<file path="src/rtl/io_uart_tx_pkg.sv">
// Shared constants, store-decode payload and TX FSM encoding for the IO UART transmitter.
package io_uart_tx_pkg;

  localparam int unsigned IO_DEF_BAUD_DIV = 434;
  localparam logic [9:0]  IO_ADR_TXDATA   = 10'h000;
  localparam logic [9:0]  IO_ADR_BAUD     = 10'h001;
  localparam logic [9:0]  IO_ADR_CTRL     = 10'h002;

  localparam int unsigned BAUD_W   = 16;
  localparam logic [BAUD_W-1:0] BAUD_MIN = 16'd2;

  typedef enum logic [1:0] {
    TX_IDLE  = 2'd0,
    TX_START = 2'd1,
    TX_DATA  = 2'd2,
    TX_STOP  = 2'd3
  } tx_state_e;

  // One-hot view of which register an IO store hits this cycle
  typedef struct packed {
    logic txdata;
    logic baud;
    logic ctrl;
  } io_dec_t;

  // A divider below 2 cannot form a bit period, so clamp it
  function automatic logic [BAUD_W-1:0] clamp_baud(input logic [BAUD_W-1:0] div);
    return (div < BAUD_MIN) ? BAUD_MIN : div;
  endfunction

endpackage

</file>
<file path="src/rtl/io_sync_fifo.sv">
// Synchronous first-word fall-through FIFO with flush and registered fill level.
module io_sync_fifo #(
  parameter int unsigned WIDTH = 8,
  parameter int unsigned DEPTH = 16
) (
  input  logic                     clk,
  input  logic                     rst,
  input  logic                     push_i,
  input  logic                     pop_i,
  input  logic                     flush_i,
  input  logic [WIDTH-1:0]         wdata_i,
  output logic [WIDTH-1:0]         rdata_c,
  output logic                     full_c,
  output logic                     empty_c,
  output logic [$clog2(DEPTH):0]   level_o,
  output logic [$clog2(DEPTH):0]   level_nxt_c
);

  localparam int unsigned AW = $clog2(DEPTH);

  logic [WIDTH-1:0] mem_q [DEPTH];
  logic [AW:0]      wr_ptr_q, wr_ptr_d;
  logic [AW:0]      rd_ptr_q, rd_ptr_d;
  logic [AW:0]      level_q;
  logic             push_ok_c, pop_ok_c;

  assign empty_c   = (wr_ptr_q == rd_ptr_q);
  assign full_c    = (wr_ptr_q[AW] != rd_ptr_q[AW]) &&
                     (wr_ptr_q[AW-1:0] == rd_ptr_q[AW-1:0]);
  assign rdata_c   = mem_q[rd_ptr_q[AW-1:0]];
  assign pop_ok_c  = pop_i && !empty_c;
  // A pop in the same cycle frees the slot the push needs
  assign push_ok_c = push_i && (!full_c || pop_ok_c);

  always_comb begin
    wr_ptr_d = wr_ptr_q;
    rd_ptr_d = rd_ptr_q;
    if (flush_i) begin
      wr_ptr_d = '0;
      rd_ptr_d = '0;
    end else begin
      if (push_ok_c) wr_ptr_d = wr_ptr_q + (AW+1)'(1);
      if (pop_ok_c)  rd_ptr_d = rd_ptr_q + (AW+1)'(1);
    end
  end

  assign level_nxt_c = wr_ptr_d - rd_ptr_d;
  assign level_o     = level_q;

  always_ff @(posedge clk) begin
    if (rst) begin
      wr_ptr_q <= '0;
      rd_ptr_q <= '0;
      level_q  <= '0;
    end else begin
      wr_ptr_q <= wr_ptr_d;
      rd_ptr_q <= rd_ptr_d;
      level_q  <= level_nxt_c;
    end
  end

  always_ff @(posedge clk) begin
    if (push_ok_c && !flush_i) mem_q[wr_ptr_q[AW-1:0]] <= wdata_i;
  end

endmodule

</file>
<file path="src/rtl/io_uart_tx.sv">
// Memory-mapped 8N1 UART transmitter on the CPU IO store port: decode, baud register,
// sticky overflow flag, TX FIFO and the serialising FSM.
module io_uart_tx
  import io_uart_tx_pkg::*;
#(
  parameter int unsigned FIFO_DEPTH   = 16,
  parameter int unsigned DEF_BAUD_DIV = IO_DEF_BAUD_DIV,
  parameter logic [9:0]  ADR_TXDATA   = IO_ADR_TXDATA,
  parameter logic [9:0]  ADR_BAUD     = IO_ADR_BAUD,
  parameter logic [9:0]  ADR_CTRL     = IO_ADR_CTRL
) (
  input  logic                          clk,
  input  logic                          rst,
  input  logic [11:2]                   st_adr_io,
  input  logic [31:0]                   st_data_io,
  input  logic [3:0]                    st_we_io,
  output logic                          uart_tx,
  output logic                          tx_busy,
  output logic                          tx_overflow,
  output logic [$clog2(FIFO_DEPTH):0]   fifo_level
);

  localparam int unsigned LVL_W = $clog2(FIFO_DEPTH) + 1;

  io_dec_t           dec_c;
  logic              flush_c, ovf_clr_c, ovf_set_c, pop_c;
  logic              fifo_full_c, fifo_empty_c;
  logic [7:0]        fifo_rdata_c;
  logic [LVL_W-1:0]  level_nxt_c;
  logic              unused_c;

  tx_state_e         state_q, state_d;
  logic [BAUD_W-1:0] baud_div_q;
  logic [BAUD_W-1:0] shadow_q, shadow_d;
  logic [BAUD_W-1:0] timer_q, timer_d;
  logic [7:0]        shift_q, shift_d;
  logic [2:0]        bit_cnt_q, bit_cnt_d;
  logic              tx_q, tx_d;
  logic              busy_q, ovf_q;

  always_comb begin
    dec_c.txdata = st_we_io[0] && (st_adr_io == ADR_TXDATA);
    dec_c.baud   = (&st_we_io[1:0]) && (st_adr_io == ADR_BAUD);
    dec_c.ctrl   = st_we_io[0] && (st_adr_io == ADR_CTRL);
  end

  assign flush_c   = dec_c.ctrl && st_data_io[1];
  assign ovf_clr_c = dec_c.ctrl && st_data_io[0];
  assign ovf_set_c = dec_c.txdata && fifo_full_c && !pop_c;
  assign unused_c  = ^{st_data_io[31:16], st_we_io[3:2]};

  io_sync_fifo #(
    .WIDTH (8),
    .DEPTH (FIFO_DEPTH)
  ) u_fifo (
    .clk         (clk),
    .rst         (rst),
    .push_i      (dec_c.txdata),
    .pop_i       (pop_c),
    .flush_i     (flush_c),
    .wdata_i     (st_data_io[7:0]),
    .rdata_c     (fifo_rdata_c),
    .full_c      (fifo_full_c),
    .empty_c     (fifo_empty_c),
    .level_o     (fifo_level),
    .level_nxt_c (level_nxt_c)
  );

  always_ff @(posedge clk) begin
    if (rst) state_q <= TX_IDLE;
    else     state_q <= state_d;
  end

  always_comb begin
    state_d = state_q;
    case (state_q)
      TX_IDLE:  if (!fifo_empty_c) state_d = TX_START;
      TX_START: if (timer_q == '0) state_d = TX_DATA;
      TX_DATA:  if (timer_q == '0 && bit_cnt_q == 3'd7) state_d = TX_STOP;
      TX_STOP:  if (timer_q == '0) state_d = fifo_empty_c ? TX_IDLE : TX_START;
      default:  state_d = TX_IDLE;
    endcase
  end

  // Datapath: frame load, bit timer and shifter; a frame load latches the divider
  always_comb begin
    pop_c     = 1'b0;
    shadow_d  = shadow_q;
    timer_d   = timer_q;
    shift_d   = shift_q;
    bit_cnt_d = bit_cnt_q;
    tx_d      = tx_q;
    case (state_q)
      TX_IDLE: begin
        tx_d = 1'b1;
        if (!fifo_empty_c) begin
          pop_c    = 1'b1;
          shift_d  = fifo_rdata_c;
          shadow_d = baud_div_q;
          timer_d  = baud_div_q - 16'd1;
          tx_d     = 1'b0;
        end
      end
      TX_START: begin
        if (timer_q == '0) begin
          timer_d   = shadow_q - 16'd1;
          bit_cnt_d = 3'd0;
          tx_d      = shift_q[0];
        end else begin
          timer_d = timer_q - 16'd1;
        end
      end
      TX_DATA: begin
        if (timer_q == '0) begin
          timer_d = shadow_q - 16'd1;
          if (bit_cnt_q == 3'd7) begin
            tx_d = 1'b1;
          end else begin
            bit_cnt_d = bit_cnt_q + 3'd1;
            shift_d   = shift_q >> 1;
            tx_d      = shift_q[1];
          end
        end else begin
          timer_d = timer_q - 16'd1;
        end
      end
      TX_STOP: begin
        if (timer_q == '0) begin
          tx_d = 1'b1;
          if (!fifo_empty_c) begin
            pop_c    = 1'b1;
            shift_d  = fifo_rdata_c;
            shadow_d = baud_div_q;
            timer_d  = baud_div_q - 16'd1;
            tx_d     = 1'b0;
          end
        end else begin
          timer_d = timer_q - 16'd1;
        end
      end
      default: tx_d = 1'b1;
    endcase
  end

  always_ff @(posedge clk) begin
    if (rst) begin
      baud_div_q <= 16'(DEF_BAUD_DIV);
      shadow_q   <= 16'(DEF_BAUD_DIV);
      timer_q    <= '0;
      shift_q    <= '0;
      bit_cnt_q  <= '0;
      tx_q       <= 1'b1;
      busy_q     <= 1'b0;
      ovf_q      <= 1'b0;
    end else begin
      if (dec_c.baud) baud_div_q <= clamp_baud(st_data_io[15:0]);
      shadow_q  <= shadow_d;
      timer_q   <= timer_d;
      shift_q   <= shift_d;
      bit_cnt_q <= bit_cnt_d;
      tx_q      <= tx_d;
      busy_q    <= (state_d != TX_IDLE) || (level_nxt_c != '0);
      // Set wins over a same-cycle clear
      if (ovf_set_c)      ovf_q <= 1'b1;
      else if (ovf_clr_c) ovf_q <= 1'b0;
    end
  end

  assign uart_tx     = tx_q;
  assign tx_busy     = busy_q;
  assign tx_overflow = ovf_q;

endmodule

</file>
<file path="config.mk">
export PLATFORM = sky130hd
export DESIGN_NAME = io_uart_tx
export DESIGN_NICKNAME = d
export VERILOG_FILES = /design/src/rtl/io_uart_tx_pkg.sv /design/src/rtl/io_sync_fifo.sv /design/src/rtl/io_uart_tx.sv
export SDC_FILE = /design/constraint.sdc
export NUM_CORES = 1
export LEC_CHECK = 0
export ABC_AREA = 1
export CORE_AREA = 10 10 142 144
export DETAILED_ROUTE_END_ITERATION = 16
export DIE_AREA = 0 0 152 154
export DONT_BUFFER_PORTS = 1
export GPL_TIMING_DRIVEN = 0
export PLACE_DENSITY = 0.74
export SLEW_MARGIN = 20
export SYNTH_ARGS = -nofsm -noshare
export SYNTH_HDL_FRONTEND = slang
export SYNTH_HIERARCHICAL = 1
export SYNTH_SLANG_ARGS = --single-unit
export TNS_END_PERCENT = 10
</file>
<file path="constraint.sdc">
create_clock -name clk -period 8.14 [get_ports clk]
set_clock_uncertainty 0.05 [all_clocks]
set_input_delay 2.442 -clock clk [delete_from_list [all_inputs] [get_ports clk]]
set_output_delay 2.442 -clock clk [all_outputs]
set_load 0.02 [all_outputs]
</file>
* Word level (Yosys, flattened, before mapping)
Memories as Yosys holds them, arrays and structs flattened. A register that Yosys moved wholly into a read port is not among the register bits.
Cells that the tools add are included.
** Cells by class
- Equality and inequality tests :: 13
- Order comparisons :: 1
- Mux-type cells :: 41
- Reductions and logical operators :: 33
- Add/subtract/negate cells :: 7
** Operator list (number)
- 2-to-1 mux 16 bit :: 6
- one-hot mux 16 bit (3 select lines) :: 1
- subtractor 16 x 1 -> 16 bit, second input constant :: 3
- 2-to-1 mux 8 bit :: 4
- one-hot mux 16 bit (2 select lines) :: 1
- one-hot mux 8 bit (3 select lines) :: 1
- 2-to-1 mux 5 bit :: 4
- zero test 16 bit :: 1
- < comparator 16 x 2 -> 1 bit, second input constant :: 1
- logical AND 1 bit :: 12
- 2-to-1 mux 1 bit :: 12
- adder 5 x 1 -> 5 bit, second input constant :: 2
- == test 10 x 1 -> 1 bit, second input constant :: 1
- == test 10 x 2 -> 1 bit, second input constant :: 1
- zero test 10 bit :: 1
- 2-to-1 mux 3 bit :: 3
- 2-to-1 mux 2 bit :: 4
- != test 2 bit, second input constant :: 4
- one-hot mux 2 bit (4 select lines) :: 1
- AND reduction 4 bit :: 2
- nonzero test 2 bit :: 4
- one-hot mux 3 bit (2 select lines) :: 1
- == test 5 bit :: 1
- nonzero test 5 bit :: 1
- 17 further kinds :: 23
** Storage, ports and cells
- Memories kept :: 1
- Bits in writable memories :: 128
- Output and inout port bits :: 8
- Flip-flop bits (word level) :: 79
- Bits of input ports :: 48
** Memories
- u_fifo.mem_q :: words 16, bits a word 8, rd ports 1, clocked after Yosys merged registers in 1, wr ports 1, line io_sync_fifo.sv:21 : logic [WIDTH-1:0] mem_q [DEPTH];

* Longest topological paths before layout
Gate-level depths: netlist of the first run.
- Depth in word-level cells :: 12
- Gate-level depth with buffers :: 32
- Depth with buffers taken out :: 31

* By module
The synthesis of the first run kept the hierarchy.
** Modules (own cells, without submodules)
- io_sync_fifo :: sequential area each 4144.0 um2, times used 1, cells each 514, area each 6005.8 um2
- io_uart_tx :: sequential area each 1281.2 um2, times used 1, cells each 628, area each 4136.5 um2

* Least setup slack after synthesis of the first run
Ideal clock, no wire load.
- Path kind :: input-to-reg
- From :: input st_adr_io[9] in the netlist's numbering
- To :: register busy_q (netlist: tx_busy)
- Buffers on the path :: 0
- Setup time :: 128 ps
- Stages :: 24
- Setup slack :: 2836 ps
- Data arrival time :: 5127 ps
- Required time :: 7962 ps
- Cells stage by stage :: nor2_1 nand2_1 nor3_2 nand2_1 nor3_1 nand2_4 inv_2 nand2_1 nand3_1 ha_1 inv_1 fa_1 nand2_1 inv_1 o21ai_0 and2_1 nand2_1 nand2_1 inv_1 nor3_1 nor3b_1 nand3_1 nor2_1 nor2_1
** RTL lines
- start: declaration :: line io_uart_tx.sv:14 : input logic [11:2] st_adr_io,
- end signal: assignment :: line io_uart_tx.sv:162 : busy_q <= (state_d != TX_IDLE) || (level_nxt_c != '0);
- end: declaration :: line io_uart_tx.sv:39 : logic busy_q, ovf_q;

* Final worst setup path of the first run
- From :: input st_adr_io[11] in the netlist's numbering
- To :: register busy_q (netlist: tx_busy)
** RTL lines
- == test 10 x 2 -> 1 bit :: line io_uart_tx.sv:44 : dec_c.ctrl = st_we_io[0] && (st_adr_io == ADR_CTRL);
- logical AND 1 bit :: line io_uart_tx.sv:44
- logical AND 1 bit :: line io_uart_tx.sv:47 : assign flush_c = dec_c.ctrl && st_data_io[1];
- via flush_c :: line io_uart_tx.sv:26 : logic flush_c, ovf_clr_c, ovf_set_c, pop_c;
- 2-to-1 mux 5 bit :: line io_sync_fifo.sv:38 : if (flush_i) begin
- via u_fifo.rd_ptr_d[0] :: line io_sync_fifo.sv:23 : logic [AW:0] rd_ptr_q, rd_ptr_d;
- subtractor 5 bit :: line io_sync_fifo.sv:47 : assign level_nxt_c = wr_ptr_d - rd_ptr_d;
- via level_nxt_c[4] :: line io_uart_tx.sv:29 : logic [LVL_W-1:0] level_nxt_c;
- nonzero test 5 bit :: line io_uart_tx.sv:162
- logical OR 1 bit :: line io_uart_tx.sv:162
The timed path passes the listed nets, and every way through them passes these cells.
A chain may end at the register's enable or synchronous reset.

==> results of run 1 <==
-- registers in the layout (all words and copies together), names as in the netlist --
name	cells
uart_tx	1
shadow_q	16
timer_q	16
baud_div_q	16
shift_q	8
tx_overflow	1
tx_busy	1
u_fifo/level_o	5
u_fifo/wr_ptr_q	5
u_fifo/mem_q	128
bit_cnt_q	3
u_fifo/rd_ptr_q	5
state_q	2
-- final timing paths --
kind / endpoint / depth (start not counted)
min: shift_q[0]$_SDFFE_PP0P_ / 2
max: tx_busy$_SDFF_PP0_ / 24
max reg2reg: tx_busy$_SDFF_PP0_ / 28
min reg2reg: shift_q[0]$_SDFFE_PP0P_ / 2
-- layout make-up --
class | instances | area (sq um)
Buffer | 45 | 194
Clock buffer | 33 | 664
Clock inverter | 7 | 40.0
Fill cell | 1474 | 6020
Inverter | 88 | 330
Multi-Input combinational cell | 802 | 4210
Sequential cell | 207 | 5430
Tap cell | 225 | 282
Timing Repair Buffer | 1 | 7.51
-- power by group through the flow --
stage	logic [mW]	registers [mW]	clock network, mW
5_1_grt	0.0218	1.11	1.01
4_1_cts	0.0196	1.11	0.968
3_5_place_dp	0.0195	1.14	0
6_report	0.0196	1.11	0.958
3_3_place_gp	0.0194	1.14	0
2_1_floorplan	0.0137	1.14	0
-- layer usage --
layer	track usage [%]	share of wire, %	vias up
li1	-	-	3984
met4	8.25	3.5	0
met1	27.1	42	3914
met5	0	0	-
met3	3.71	7.4	64
met2	35.2	47	336
-- logic make-up after synthesis --
kind of cell,count (synthesis),share of synthesized area [%]
fa+ha+maj,20,2.54
xor+xnor,27,2.33
compound gates,230,13.2
simple gates,525,23.3
flops,207,53.5
buf+inv,133,5.17
-- Yosys cell counts (5+ instances only) --
master and instances:
nand2_2 10, clkbuf_1 32, o22ai_1 20, buf_2 8
ha_1 19, dfxtp_1 79, xnor2_1 11, inv_1 72
a21oi_1 52, inv_2 13, edfxtp_1 128, nor3_1 15
o211ai_1 22, nor4_1 6, nor2_1 164, xor2_1 16
o21ai_0 102, nor2_4 5, nand4_1 9, o21ai_1 8
nor2_2 7, nand2_1 209, o221ai_1 12, nand3_1 77
-- worst max-delay path: cells and delay by family --
family / cells / cell delay, ns
compound gates: 1 / 0.07
buf+inv: 6 / 1.09
simple gates: 15 / 2.25
fa+ha+maj: 2 / 0.40
==> impl_metrics.tcl, run 1 <==
set metrics [dict create \
    clock_latency_ns 0.51 \
    initial_core_util_pct 59.0 \
    finalHoldViolCount 0 \
    cts.sinks 207 \
    path_max_fanout 10 \
    crit_type "input pin to flip-flop" \
    ir_drop_v 0.000216 \
    final_util_pct 64.9 \
    fin_crit_ns 5.94 \
    layoutNonFillerInstCount 1408 \
    rows 48 \
    preCtsSetupSlack_ns 1.73 \
    drt_iter0_drc 704 \
    route.final.wire_length_microns 26200 \
    power_frac_comb_pct 0.9 \
    cts.clk_slew.worst_paths_ns 0.06 \
    syn_to_final_growth_pct 9.99 \
    syn_nets 1210 \
    final.period_utilization_pct 73.0 \
    viasPerCell 5.89 \
    drive_gt1_share_pct 9.30 \
    async_flop_share_pct 0 \
    p_int_mw 1.68 \
    cts_tree "done" \
    post_cts_resized 0 \
    grt_antenna_before_repair 0 \
    overflow 0 \
    reg2reg_from "u_fifo/rd_ptr_q[0]$_SDFF_PP0_" \
    startpoint "st_adr_io[11]" \
    die_h_microns 154 \
    synth.distinct_cells 49 \
    vias 8298 \
    final_common_cell "nand2_1" \
    ant_nets 0 \
    setup_viol 0 \
    tns_ns 0 \
    power_mw 2.09 \
    hpwl_microns 18300 \
    antenna_cells 0 \
    required_ns 8.44 \
    nNetsFinal 1235 \
    slew_violations 0 \
    ctsHtreeMaxLevel 1 \
    fmax_mhz 168 \
    numCtsBuffers 22 \
    grt_max_degree 19 \
    outcome "completed" \
    whs_ns 0.398 \
    critPathLaunchType "input pin" \
    yosysWarnings 6 \
    cts_root_buf "clkbuf_16" \
    worstPathArrival_ns 6.25 \
    p_switching_mw 0.409 \
    cp_slowest_cell "nor3b_1" \
    place.gp.congestion 0.877 \
    rrSetupSlack_ns 2.88 \
    ctsHoldBuffers 0 \
    num_io_pins 56 \
    drcViolationCount 0 \
    syn_area_sq_um 10100 \
    rsz0062_at_grt "no" \
    final_area_sq_um 11200 \
    yosysTopAreaCell "edfxtp_1" \
    cp-end-kind "flip-flop" \
    ys_seq_area_share_pct 53.5 \
    ys_ff_latch 207 \
    synthTopCellsByArea "edfxtp_1, dfxtp_1, nand2_1" \
    power_frac_seq_pct 53.2 \
    timing.slew.headroom_pct 42.7 \
    core-area_sq_um 17200 \
    postCtsSetupRepairBufs 0 \
    tightest_slew_ns 0.857 \
    power.density_nw_per_um2 187 \
    ys.flop_type "edfxtp_1" \
    worstPathCellList "nor2_1, nand2_1, nor2_1, nand3_1, nor2_1, clkbuf_1, clkbuf_1, nor3_1, ha_1, inv_1, fa_1, nand2_1, inv_1, o21ai_0, and2_1, inv_1, nand3_1, nand2_1, inv_1, nor3_1, nor3b_1, nand3_1, nor2_1, nor2_1" \
    grt_pass1_wl_microns 40900 \
    port_buffers 0 \
    min_path_type "flip-flop to flip-flop" \
    syn_inst 1142 \
    worst_path_largest_cell_delay_ns 0.67 \
    routedWlPerCell_microns 18.6 \
    synth_top_cell_area_share_pct 37.9 \
    placed_cells 1368 \
    crit_top_cell "nor2_1" \
    grt_pass1_vias 7736 \
    drtPass1Iterations 6 \
    dieArea_sq_um 23400 \
    layout_common_cells "nand2_1, nor2_1, edfxtp_1" \
    die_w_microns 152 \
    hold_start "shift_q[0]$_SDFFE_PP0P_" \
    syn-mean-instance-area_sq_um 8.88 \
    p_leak_nw 4.28 \
    pwr-share-clk_pct 45.8 \
    grt_usage_pct 21.2 \
    placed_area_sq_um 10500 \
    switching_share_pct 19.6 \
    synth_edf_count 128 \
    fin_ws_ns 2.20 \
    drv_cap 0 \
    cts_max_path_buffers 3 \
]
(Power assumes the default switching activity.)
==> run 2: changes to the inputs <==
- CORE_AREA: 10 10 142 144 -> 10 10 144 146
- DIE_AREA: 0 0 152 154 -> 0 0 154 156
- PLACE_DENSITY: 0.74 -> 0.75
- clock period: 8.14 -> 5.11 ns (I/O delays scaled with it)
==> run 2 against run 1 <==
Net effect:
- via count increased by 1.5%
- setup slack worse by 1.8 ns
- utilization shrank 1.9 points
- highest routed layer unchanged
==> impl_metrics.tcl, run 2 (synthesis gave the netlist of run 1 again) <==
set metrics [dict create \
    outcome "completed" \
    worst_path_largest_cell_delay_ns 0.47 \
    grt_max_degree 19 \
    cts_root_buf "clkbuf_16" \
    min_path_type "flip-flop to flip-flop" \
    cts.sinks 207 \
    overflow 0 \
    largest_reg_flops 128 \
    p_int_mw 2.81 \
    crit_cells 24 \
    fin_crit_ns 4.68 \
    drt_iter0_drc 771 \
    die_w_microns 154 \
    slew_violations 0 \
    tightest_slew_ns 0.903 \
    postCtsSetupRepairBufs 0 \
    path_max_fanout 6 \
    dr_wl_met2_microns 13000 \
    ir_drop_v 0.000327 \
    cts_tree "done" \
    top_layer "met4" \
    grt_antenna_before_repair 0 \
    initial_core_util_pct 56.8 \
    viasPerCell 5.97 \
    numCtsBuffers 23 \
    crit_type "input pin to flip-flop" \
    ant_nets 0 \
    grt_pass1_wl_microns 42200 \
    setup_viol 0 \
    final_common_cell "nand2_1" \
    fmax_mhz 214 \
    die_h_microns 156 \
    place.gp.congestion 0.914 \
    crit_top_cell "nand2_1" \
    hpwl_microns 18800 \
    cp-end-kind "flip-flop" \
    fin_ws_ns 0.431 \
    dieArea_sq_um 24000 \
    fillers 1497 \
    tns_ns 0 \
    timing.slew.headroom_pct 39.5 \
    multi_input_area_sq_um 4230 \
    placed_area_sq_um 10400 \
    rows 49 \
    cp_slowest_cell "nor3_1" \
    rr_worst_depth 30 \
    drv_cap 0 \
    routedWlPerCell_microns 19.2 \
    nNetsFinal 1235 \
    clock_latency_ns 0.53 \
    core-area_sq_um 17800 \
    p_leak_nw 4.32 \
    num_io_pins 56 \
    crit_buf_inv 4 \
    power_frac_seq_pct 50.6 \
    pwr-share-clk_pct 48.5 \
    met1_length_microns 11000 \
    finalHoldViolCount 0 \
    layout_common_cells "nand2_1, nor2_1, edfxtp_1" \
    hold_path_depth 2 \
    wl_met3_microns 1980 \
    cpLargestDelayFamily "simple AND/OR/NAND/NOR gates" \
    ctsHoldBuffers 0 \
    cts.clk_slew.worst_paths_ns 0.05 \
    antenna_cells 0 \
    post_cts_resized 1 \
    required_ns 5.43 \
    final.period_utilization_pct 91.6 \
    worstPathCellList "nor2_1, nand2_1, nor3_2, nand2_1, nor3_1, nand2_4, inv_2, nand2_1, nand3_1, ha_1, inv_1, fa_1, nand2_1, inv_1, o21ai_0, and2_1, nand2_1, nand2_1, inv_1, nor3_1, nor3b_4, nand3_1, nor2_1, nor2_1" \
    regArea_sq_um 5430 \
    vias 8420 \
    grt_usage_pct 21.5 \
    drtPass1Iterations 5 \
    switching_share_pct 19.8 \
    final_area_sq_um 11200 \
    drive_gt1_share_pct 9.64 \
    cts_max_path_buffers 3 \
    p_switching_mw 0.695 \
    preCtsSetupSlack_ns -0.517 \
    worstPathArrival_ns 5.00 \
    grt_pass1_vias 7924 \
    power_frac_comb_pct 0.9 \
    syn_to_final_growth_pct 10.9 \
    drcViolationCount 0 \
    power.density_nw_per_um2 311 \
    critPathLaunchType "input pin" \
    port_buffers 0 \
    ctsHtreeMaxLevel 1 \
    route.final.wire_length_microns 27000 \
]
## run 2: changes by cell type in the layout (fill, tap and decap cells not counted), moves of 2 or more
cell / change
clkbuf_8: -4
bufinv_16: +3
nor2_1: -2
nor2_2: +2
## run 2: cell type report
cell class | count | area share (%)
flip-flops and latches | 207 | 48.2
multi-input cells | 802 | 37.6
clock buffers | 29 | 5.60
inverters | 88 | 2.94
well taps | 229 | 2.55
plain buffers | 45 | 1.74
clock inverters | 11 | 1.30
## run 2: worst paths after layout
check,slack (ns),to,from
worst max-delay path,0.43,tx_busy$_SDFF_PP0_,st_adr_io[9]
worst min-delay path,0.41,shift_q[0]$_SDFFE_PP0P_,shift_q[0]$_SDFFE_PP0P_
worst max register to register,0.53,tx_busy$_SDFF_PP0_,u_fifo/rd_ptr_q[0]$_SDFF_PP0_
worst min register to register,0.41,shift_q[0]$_SDFFE_PP0P_,shift_q[0]$_SDFFE_PP0P_
## run 2: power by group through the flow
stage | sequential (mW) | clock [mW] | combinational, mW
2_1_floorplan | 1.81 | 0 | 0.0218
3_3_place_gp | 1.81 | 0 | 0.0307
3_5_place_dp | 1.81 | 0 | 0.0313
4_1_cts | 1.77 | 1.72 | 0.0314
5_1_grt | 1.77 | 1.78 | 0.0346
6_report | 1.77 | 1.70 | 0.0317
## run 2: worst register-to-register path: cells and delay by family, from the launching register on
kind                     cells  cell delay, ns
AO/OA/AOI/OAI                2            0.25
adder cells (fa/ha/maj)      2            0.57
buffers and inverters        8            0.94
flip-flops                   1            0.44
AND/OR/NAND/NOR             18            2.18
## run 2: layer usage
layer	track usage (%)	vias up
li1	-	3992
met3	3.89	78
met1	26.4	3978
met4	9.76	0
met5	0	-
met2	36.1	372
## run 2: through the flow
stage | hold WS [ns] | power, mW | utilization (%) | std cells
6_report | 0.406 | 3.50 | 63.0 | 1411
5_1_grt | 0.434 | 3.59 | 63.0 | 1411
4_1_cts | 0.410 | 3.53 | 62.9 | 1411
3_5_place_dp | 0.400 | 1.84 | 58.6 | 1371
3_3_place_gp | 0.390 | 1.84 | 58.5 | 1371
2_1_floorplan | 0.375 | 1.83 | - | 1142
